[config.mk]
export PLATFORM = sky130hd
export DESIGN_NAME = decode_stage_pipe
export DESIGN_NICKNAME = d
export VERILOG_FILES = /design/src/rtl/decode_pkg.sv /design/src/rtl/decode_ctrl.sv /design/src/rtl/decode_stage_pipe.sv
export SDC_FILE = /design/constraint.sdc
export NUM_CORES = 1
export LEC_CHECK = 0
export CAP_MARGIN = 20
export CORE_AREA = 2 2 140 142
export CTS_BUF_LIST = sky130_fd_sc_hd__clkbuf_8
export DETAILED_ROUTE_END_ITERATION = 10
export DIE_AREA = 0 0 142 144
export PLACE_DENSITY = 0.88
export SLEW_MARGIN = 20
export SYNTH_ARGS = -nofsm -noshare
export SYNTH_HDL_FRONTEND = slang
export SYNTH_SLANG_ARGS = --single-unit
[constraint.sdc]
create_clock -name clock -period 3.77 [get_ports clock]
set_clock_uncertainty 0.2 [all_clocks]
set_input_delay 0.9425 -clock clock [delete_from_list [all_inputs] [get_ports clock]]
set_output_delay 0.9425 -clock clock [all_outputs]
set_load 0.02 [all_outputs]
[src/rtl/decode_pkg.sv]
// Shared encodings for the decode stage: opcodes, ALU sub-ops, instruction
// class indices and the decoded-instruction bundle.
package decode_pkg;

    localparam logic [4:0] OP_R    = 5'b00000;
    localparam logic [4:0] OP_J    = 5'b00001;
    localparam logic [4:0] OP_BNE  = 5'b00010;
    localparam logic [4:0] OP_JAL  = 5'b00011;
    localparam logic [4:0] OP_JR   = 5'b00100;
    localparam logic [4:0] OP_ADDI = 5'b00101;
    localparam logic [4:0] OP_BLT  = 5'b00110;
    localparam logic [4:0] OP_SW   = 5'b00111;
    localparam logic [4:0] OP_LW   = 5'b01000;
    localparam logic [4:0] OP_SETX = 5'b10101;
    localparam logic [4:0] OP_BEX  = 5'b10110;

    localparam logic [4:0] ALU_ADD = 5'd0;
    localparam logic [4:0] ALU_SUB = 5'd1;
    localparam logic [4:0] ALU_AND = 5'd2;
    localparam logic [4:0] ALU_OR  = 5'd3;
    localparam logic [4:0] ALU_SLL = 5'd4;
    localparam logic [4:0] ALU_SRA = 5'd5;
    localparam logic [4:0] ALU_MUL = 5'd6;
    localparam logic [4:0] ALU_DIV = 5'd7;

    localparam int unsigned NUM_CLASSES = 18;

    // Bit positions within the one-hot instruction class vector.
    typedef enum logic [4:0] {
        IS_ADD, IS_ADDI, IS_SUB, IS_AND, IS_OR, IS_SLL, IS_SRA, IS_MUL, IS_DIV,
        IS_SW, IS_LW, IS_J, IS_BNE, IS_BLT, IS_JAL, IS_JR, IS_BEX, IS_SETX
    } is_idx_e;

    typedef struct packed {
        logic [4:0]             opcode;
        logic [4:0]             rd;
        logic [4:0]             rs;
        logic [4:0]             rt;
        logic [4:0]             shamt;
        logic [4:0]             alu_op;
        logic [31:0]            imm;
        logic [26:0]            target;
        logic [NUM_CLASSES-1:0] is;
        logic [4:0]             reg_a;
        logic [4:0]             reg_b;
        logic                   use_a;
        logic                   use_b;
    } decoded_t;

endpackage

[src/rtl/decode_ctrl.sv]
// Combinational instruction decode: field extraction, one-hot class,
// register read-address selection and operand-use flags.
module decode_ctrl
    import decode_pkg::*;
#(
    parameter int BEX_REG = 30
) (
    input  logic [31:0] instr,
    output decoded_t    dec
);

    always_comb begin
        dec        = '0;
        dec.opcode = instr[31:27];
        dec.rd     = instr[26:22];
        dec.rs     = instr[21:17];
        dec.rt     = instr[16:12];
        dec.shamt  = instr[11:7];
        dec.alu_op = instr[6:2];
        dec.imm    = {{15{instr[16]}}, instr[16:0]};
        dec.target = instr[26:0];
        dec.reg_a  = instr[21:17];
        dec.reg_b  = instr[16:12];

        case (instr[31:27])
            OP_R: begin
                dec.use_a = 1'b1;
                dec.use_b = 1'b1;
                case (instr[6:2])
                    ALU_ADD: dec.is[IS_ADD] = 1'b1;
                    ALU_SUB: dec.is[IS_SUB] = 1'b1;
                    ALU_AND: dec.is[IS_AND] = 1'b1;
                    ALU_OR:  dec.is[IS_OR]  = 1'b1;
                    ALU_SLL: dec.is[IS_SLL] = 1'b1;
                    ALU_SRA: dec.is[IS_SRA] = 1'b1;
                    ALU_MUL: dec.is[IS_MUL] = 1'b1;
                    ALU_DIV: dec.is[IS_DIV] = 1'b1;
                    default: ;
                endcase
            end
            OP_ADDI: begin
                dec.is[IS_ADDI] = 1'b1;
                dec.use_a       = 1'b1;
            end
            OP_LW: begin
                dec.is[IS_LW] = 1'b1;
                dec.use_a     = 1'b1;
            end
            OP_SW: begin
                dec.is[IS_SW] = 1'b1;
                dec.use_a     = 1'b1;
                dec.use_b     = 1'b1;
                dec.reg_b     = instr[26:22];
            end
            OP_BNE, OP_BLT: begin
                dec.is[IS_BNE] = (instr[31:27] == OP_BNE);
                dec.is[IS_BLT] = (instr[31:27] == OP_BLT);
                dec.use_a      = 1'b1;
                dec.use_b      = 1'b1;
                dec.reg_a      = instr[26:22];
                dec.reg_b      = instr[21:17];
            end
            OP_JR: begin
                dec.is[IS_JR] = 1'b1;
                dec.use_a     = 1'b1;
                dec.reg_a     = instr[26:22];
            end
            OP_BEX: begin
                dec.is[IS_BEX] = 1'b1;
                dec.use_a      = 1'b1;
                dec.reg_a      = 5'(BEX_REG);
            end
            OP_J:    dec.is[IS_J]    = 1'b1;
            OP_JAL:  dec.is[IS_JAL]  = 1'b1;
            OP_SETX: dec.is[IS_SETX] = 1'b1;
            default: ;
        endcase
    end

endmodule

[src/rtl/decode_stage_pipe.sv]
// Decode stage: register-file addressing, writeback bypass, load-use
// interlock and the D/X pipeline register with its stall counter.
module decode_stage_pipe
    import decode_pkg::*;
#(
    parameter  int IADDR_W = 12,
    parameter  int DATA_W  = 32,
    parameter  int NREG    = 32,
    parameter  int BEX_REG = 30,
    parameter  int CNT_W   = 16,
    localparam int REG_W   = $clog2(NREG)
) (
    input  logic               clock,
    input  logic               reset,
    input  logic               fd_valid,
    input  logic [31:0]        fd_instr,
    input  logic [IADDR_W-1:0] fd_pc,
    output logic               fd_ready,
    input  logic               flush,
    output logic [REG_W-1:0]   ctrl_readRegA,
    output logic [REG_W-1:0]   ctrl_readRegB,
    input  logic [DATA_W-1:0]  data_readRegA,
    input  logic [DATA_W-1:0]  data_readRegB,
    input  logic               wb_we,
    input  logic [REG_W-1:0]   wb_addr,
    input  logic [DATA_W-1:0]  wb_data,
    input  logic               x_ready,
    output logic               dx_valid,
    output logic [4:0]         dx_opcode,
    output logic [4:0]         dx_rd,
    output logic [4:0]         dx_rs,
    output logic [4:0]         dx_rt,
    output logic [4:0]         dx_shamt,
    output logic [4:0]         dx_alu_op,
    output logic [31:0]        dx_imm,
    output logic [26:0]        dx_target,
    output logic [DATA_W-1:0]  dx_opA,
    output logic [DATA_W-1:0]  dx_opB,
    output logic [IADDR_W-1:0] dx_pc,
    output logic [NUM_CLASSES-1:0] dx_is,
    output logic [CNT_W-1:0]   stall_count
);

    decoded_t          dec;
    logic [DATA_W-1:0] op_a;
    logic [DATA_W-1:0] op_b;
    logic              adv;
    logic              hazard;
    logic              load_instr;
    logic              count_stall;

    decode_ctrl #(.BEX_REG(BEX_REG)) u_ctrl (
        .instr (fd_instr),
        .dec   (dec)
    );

    always_comb begin
        ctrl_readRegA = REG_W'(dec.reg_a);
        ctrl_readRegB = REG_W'(dec.reg_b);
    end

    always_comb begin
        op_a = data_readRegA;
        if (dec.reg_a == '0)
            op_a = '0;
        else if (wb_we && (wb_addr == ctrl_readRegA))
            op_a = wb_data;

        op_b = data_readRegB;
        if (dec.reg_b == '0)
            op_b = '0;
        else if (wb_we && (wb_addr == ctrl_readRegB))
            op_b = wb_data;
    end

    // Only a live load in D/X can hazard; its data is not ready until after execute.
    always_comb begin
        adv    = ~dx_valid | x_ready;
        hazard = fd_valid && dx_valid && dx_is[IS_LW] && (dx_rd != '0) &&
                 ((dec.use_a && (dec.reg_a == dx_rd)) ||
                  (dec.use_b && (dec.reg_b == dx_rd)));
        fd_ready    = flush | (adv & ~hazard);
        load_instr  = ~flush & adv & ~hazard & fd_valid & (fd_instr != '0);
        count_stall = ~flush & adv & hazard;
    end

    always_ff @(posedge clock) begin
        if (reset || flush || (adv && !load_instr)) begin
            dx_valid  <= 1'b0;
            dx_opcode <= '0;
            dx_rd     <= '0;
            dx_rs     <= '0;
            dx_rt     <= '0;
            dx_shamt  <= '0;
            dx_alu_op <= '0;
            dx_imm    <= '0;
            dx_target <= '0;
            dx_opA    <= '0;
            dx_opB    <= '0;
            dx_pc     <= '0;
            dx_is     <= '0;
        end else if (load_instr) begin
            dx_valid  <= 1'b1;
            dx_opcode <= dec.opcode;
            dx_rd     <= dec.rd;
            dx_rs     <= dec.rs;
            dx_rt     <= dec.rt;
            dx_shamt  <= dec.shamt;
            dx_alu_op <= dec.alu_op;
            dx_imm    <= dec.imm;
            dx_target <= dec.target;
            dx_opA    <= op_a;
            dx_opB    <= op_b;
            dx_pc     <= fd_pc;
            dx_is     <= dec.is;
        end
    end

    always_ff @(posedge clock) begin
        if (reset)
            stall_count <= '0;
        else if (count_stall && (stall_count != '1))
            stall_count <= stall_count + 1'b1;
    end

endmodule

==> impl_table.tex <==
\begin{tabular}{lr}
\hline
Metric & Value \\
\hline
\multicolumn{2}{l}{\textbf{Synthesis}} \\
Portion of the post-synthesis area used by sequential elements & 40.16\% \\
Most instantiated library cell after synthesis & sky130\_fd\_sc\_hd\_\_dfxtp\_1 \\
Leading cell types by total area after synthesis & sky130\_fd\_sc\_hd\_\_dfxtp\_1 40\%, sky130\_fd\_sc\_hd\_\_mux2i\_1 11\%, sky130\_fd\_sc\_hd\_\_buf\_4 7.2\% \\
Average instance area after synthesis & 8.989 µm² \\
Number of synthesis warnings & 0 \\
Library cell with the largest summed area after synthesis & sky130\_fd\_sc\_hd\_\_dfxtp\_1 \\
Synth Flop Type & sky130\_fd\_sc\_hd\_\_dfxtp\_1 \\
Count of unique library cells instantiated by Yosys & 67 \\
Most numerous cell types in the synthesized netlist & 143 x sky130\_fd\_sc\_hd\_\_dfxtp\_1, 88 x sky130\_fd\_sc\_hd\_\_nand2\_1, 79 x sky130\_fd\_sc\_hd\_\_mux2i\_1 \\
EDFF count, synth & 0 \\
Cells after synthesis & 793 \\
Summed instance area of the synthesized netlist & 0.007128 mm² \\
Fraction of registers with async set/reset & 0\% \\
Fraction of post-synthesis cell area in the top cell type by area & 40.16\% \\
Yosys reg bits & 143 \\
Net Count, Synth & 945 \\
\multicolumn{2}{l}{\textbf{Global route}} \\
Number of antenna violations at the first check in global routing & 0 \\
Wire length of the first global-routing pass & 39730 µm \\
GRT Resource Usage Total & 25.13\% \\
GRT Residual Overflow & 0 \\
Largest net degree at the start of global routing & 114 \\
Via count of the first global-routing pass & 7121 \\
\multicolumn{2}{l}{\textbf{Routing}} \\
Count of routing violations after the opening detailed-route iteration & 373 \\
Residual DRC & 0 \\
Via total after detailed routing & 7433 \\
Via count normalized by instance count & 5.209 \\
Routed wire length per instance & 19.03 µm \\
Post-route antenna net violation count & 0 \\
1st-pass router iterations & 5 \\
Total wirelength of the detailed-routed design & 27150 µm \\
\multicolumn{2}{l}{\textbf{Outcome}} \\
Run status & finished, violations left \\
Violations in the final reports & setup timing \\
\multicolumn{2}{l}{\textbf{STA}} \\
Actual transition at the worst max-transition pin & 0.6280 ns \\
Post-route fraction of the period consumed by the critical path & 110.5\% \\
Final setup margin & -0.3951 ns \\
Final slew viol count & 0 \\
Setup repair after global routing missed its margin & true \\
Min Tclk post-route & 4.165 ns \\
Headroom to the max-slew limit & 57.54\% \\
Hold Fails Final Rpt & 0 \\
FMAX & 0.2401 GHz \\
\# setup viols final & 1 \\
\multicolumn{2}{l}{\textbf{Placement}} \\
Total instance count after detailed placement & 1387 \\
Gpl congestion & 0.9279 \\
Cell area reported after detailed placement & 0.01120 mm² \\
Quantity of I/O buffers inserted on ports & 361 \\
Estimated wirelength of the detail-placed design & 20910 µm \\
\multicolumn{2}{l}{\textbf{Worst setup path}} \\
Required time reported for the critical path endpoint & 2.63 ns \\
Sequence of cells on the critical path & buf\_6, buf\_6, or2\_1, a211o\_1, a31o\_1, a2111o\_1, nor4\_4, a21oi\_2, a21o\_1, buf\_6 \\
Maximum fanout encountered on the critical timing path & 4 \\
Worst EP arrival & 3.02 ns \\
Critical Path Most Common Cell & sky130\_fd\_sc\_hd\_\_buf\_6 \\
Delay-heaviest family, CP & compound AO/OA/AOI/OAI gates \\
Startpoint class of the critical path & input port \\
Kind of critical path & input port to primary output \\
Master of the slowest instance on the critical path & sky130\_fd\_sc\_hd\_\_a2111o\_1 \\
Worst reg2reg setup slack & 0.55 ns \\
Nature of the critical path endpoint & primary output \\
Number of buffers and inverters on the critical path & 3 \\
Maximum cell stage delay along the critical path & 0.41 ns \\
\multicolumn{2}{l}{\textbf{Power}} \\
Net switching fraction of the power & 28.79\% \\
LEAKAGE & 4.277 nW \\
Reg power frac & 45.6\% \\
Internal power & 2.417 mW \\
Net Switching & 0.9770 mW \\
Worst ir drop on vdd & 0.0001827 V \\
Share of total power in combinational logic & 18.2\% \\
Pwr dens & 289.2 mW/mm² \\
Fraction of power consumed by the clock network & 36.3\% \\
\multicolumn{2}{l}{\textbf{Finish}} \\
Post-route cell area & 0.01174 mm² \\
Relative area change from synthesis to final layout & 64.65\% \\
N\_diodes & 0 \\
Fraction of final layout cells with drive strength greater than 1 & 17.33\% \\
Post-Layout Cell Count & 1427 \\
Total Nets Final & 1328 \\
End-of-flow core utilization & 61.51\% \\
\multicolumn{2}{l}{\textbf{Die}} \\
Die extent in x & 142 µm \\
Effective utilization at floorplan & 37.36\% \\
Core Rows & 51 \\
Die Span Y & 144 µm \\
Core area & 0.01908 mm² \\
\# IOs & 362 \\
DIE AREA & 0.02045 mm² \\
\multicolumn{2}{l}{\textbf{Clock tree}} \\
Cts bufs inserted & 17 \\
CTS max path bufs & 2 \\
Later-pin clock latency in the skew report & 0.45 ns \\
Library cell used as clock root buffer & sky130\_fd\_sc\_hd\_\_clkbuf\_8 \\
H-tree lvl count & 4 \\
CTS hold repair buffers & 0 \\
Clock transition at path regs & 0.08 ns \\
Clock tree from TritonCTS & yes \\
TritonCTS Sinks & 143 \\
\multicolumn{2}{l}{\textbf{Job}} \\
Count of max-cap constraint violations & 0 \\
\multicolumn{2}{l}{\textbf{Worst hold path}} \\
Type of the most critical hold path & flop to flop \\
\hline
\end{tabular}
metal layers:
layer / up-vias / GRT usage [%] / part of all wire, %
met5: - / 0 / 0
met4: 0 / 9.947 / 3.6
met3: 65 / 7.351 / 8.2
met2: 332 / 42.87 / 49
met1: 3497 / 29.80 / 39
li1: 3539 / - / -
timing repair:
action / 4_1_cts / 5_1_grt
pin swaps: 8 / 12
gates resized for setup: 53 / 13
endpoints found under the setup margin: 141 / 11
setup buffers: 6 / 2
cloned: 0 / 0
tightest hold or removal path: cells and delay by family, from the launching register on:
family | cells | cell delay [ns]
compound gates | 1 | 0.05
flops | 1 | 0.32
simple gates | 1 | 0.05
state kept, by name, summed over array words and instances, names as in the netlist, 4 cells and up:
| register | flops |
|---|---|
| dx_opA | 32 |
| dx_opB | 32 |
| dx_is | 18 |
| stall_count | 16 |
| dx_pc | 12 |
| dx_opcode | 5 |
| dx_rd | 5 |
| dx_alu_op | 4 |
| dx_imm | 4 |
| dx_rs | 4 |
| dx_rt | 4 |
| dx_shamt | 4 |
layout make-up:
cell class	instances	area (µm²)
Clock inverter	15	150.1
Timing Repair Buffer	479	4569
Clock buffer	17	234.0
Inverter	13	48.80
Tap cell	238	297.8
Multi-Input combinational cell	522	3573
Sequential cell	143	2863
Fill cell	1604	7343
stage by stage:
step | hold WS (ns) | worst slack [ns] | setup TNS [ns] | power [mW]
floorplan | 0.3264 | -0.1294 | -0.1294 | 1.811
global placement | 0.2339 | -1.054 | -71.28 | 2.168
detailed placement | 0.2407 | -1.140 | -80.51 | 2.177
CTS | 0.2527 | -0.4703 | -0.4703 | 3.412
global route | 0.2695 | -0.4427 | -0.4656 | 3.530
finish | 0.2537 | -0.3951 | -0.3951 | 3.394
cell usage in the layout, fill, tap and decap left out, drive strengths merged, types with 14 or more instances in the layout:
master	count
nor3	14
a22o	43
clkdlybuf4s50	343
dfxtp	143
buf	129
nor2	43
inv	21
a21oi	20
nand2	88
clkbuf	18
o21ai	80
mux2i	79
worst paths after layout:
| path | from | endpoint | cells past startpoint |
|---|---|---|---|
| min reg2reg | dx_opA[11] | dx_opA[11] | 2 |
| max reg2reg | dx_rd[0] | dx_is[9] | 8 |
| min | dx_opA[11] | dx_opA[11] | 2 |
| max | fd_instr[28] | fd_ready | 10 |
kinds of logic (layout without fill, tap and decap cells):
family | count (synthesis) | in the layout | share of synthesized area, %
mux | 84 | 84 | 11.88
compound gates | 181 | 181 | 16.94
xor+xnor | 18 | 18 | 2.212
buf+inv | 128 | 524 | 11.41
fa+ha+maj | 1 | 1 | 0.1755
simple gates | 238 | 238 | 17.22
flops | 143 | 143 | 40.16
power by group through the flow:
stage | clock network, mW | registers (mW) | logic (mW)
after detailed placement | 0 | 1.58 | 0.596
after global routing | 1.33 | 1.55 | 0.651
final | 1.23 | 1.55 | 0.617
after floorplan | 0 | 1.60 | 0.208
after global placement | 0 | 1.58 | 0.589
after CTS | 1.26 | 1.55 | 0.608
Power figures use the tool's default switching activity.
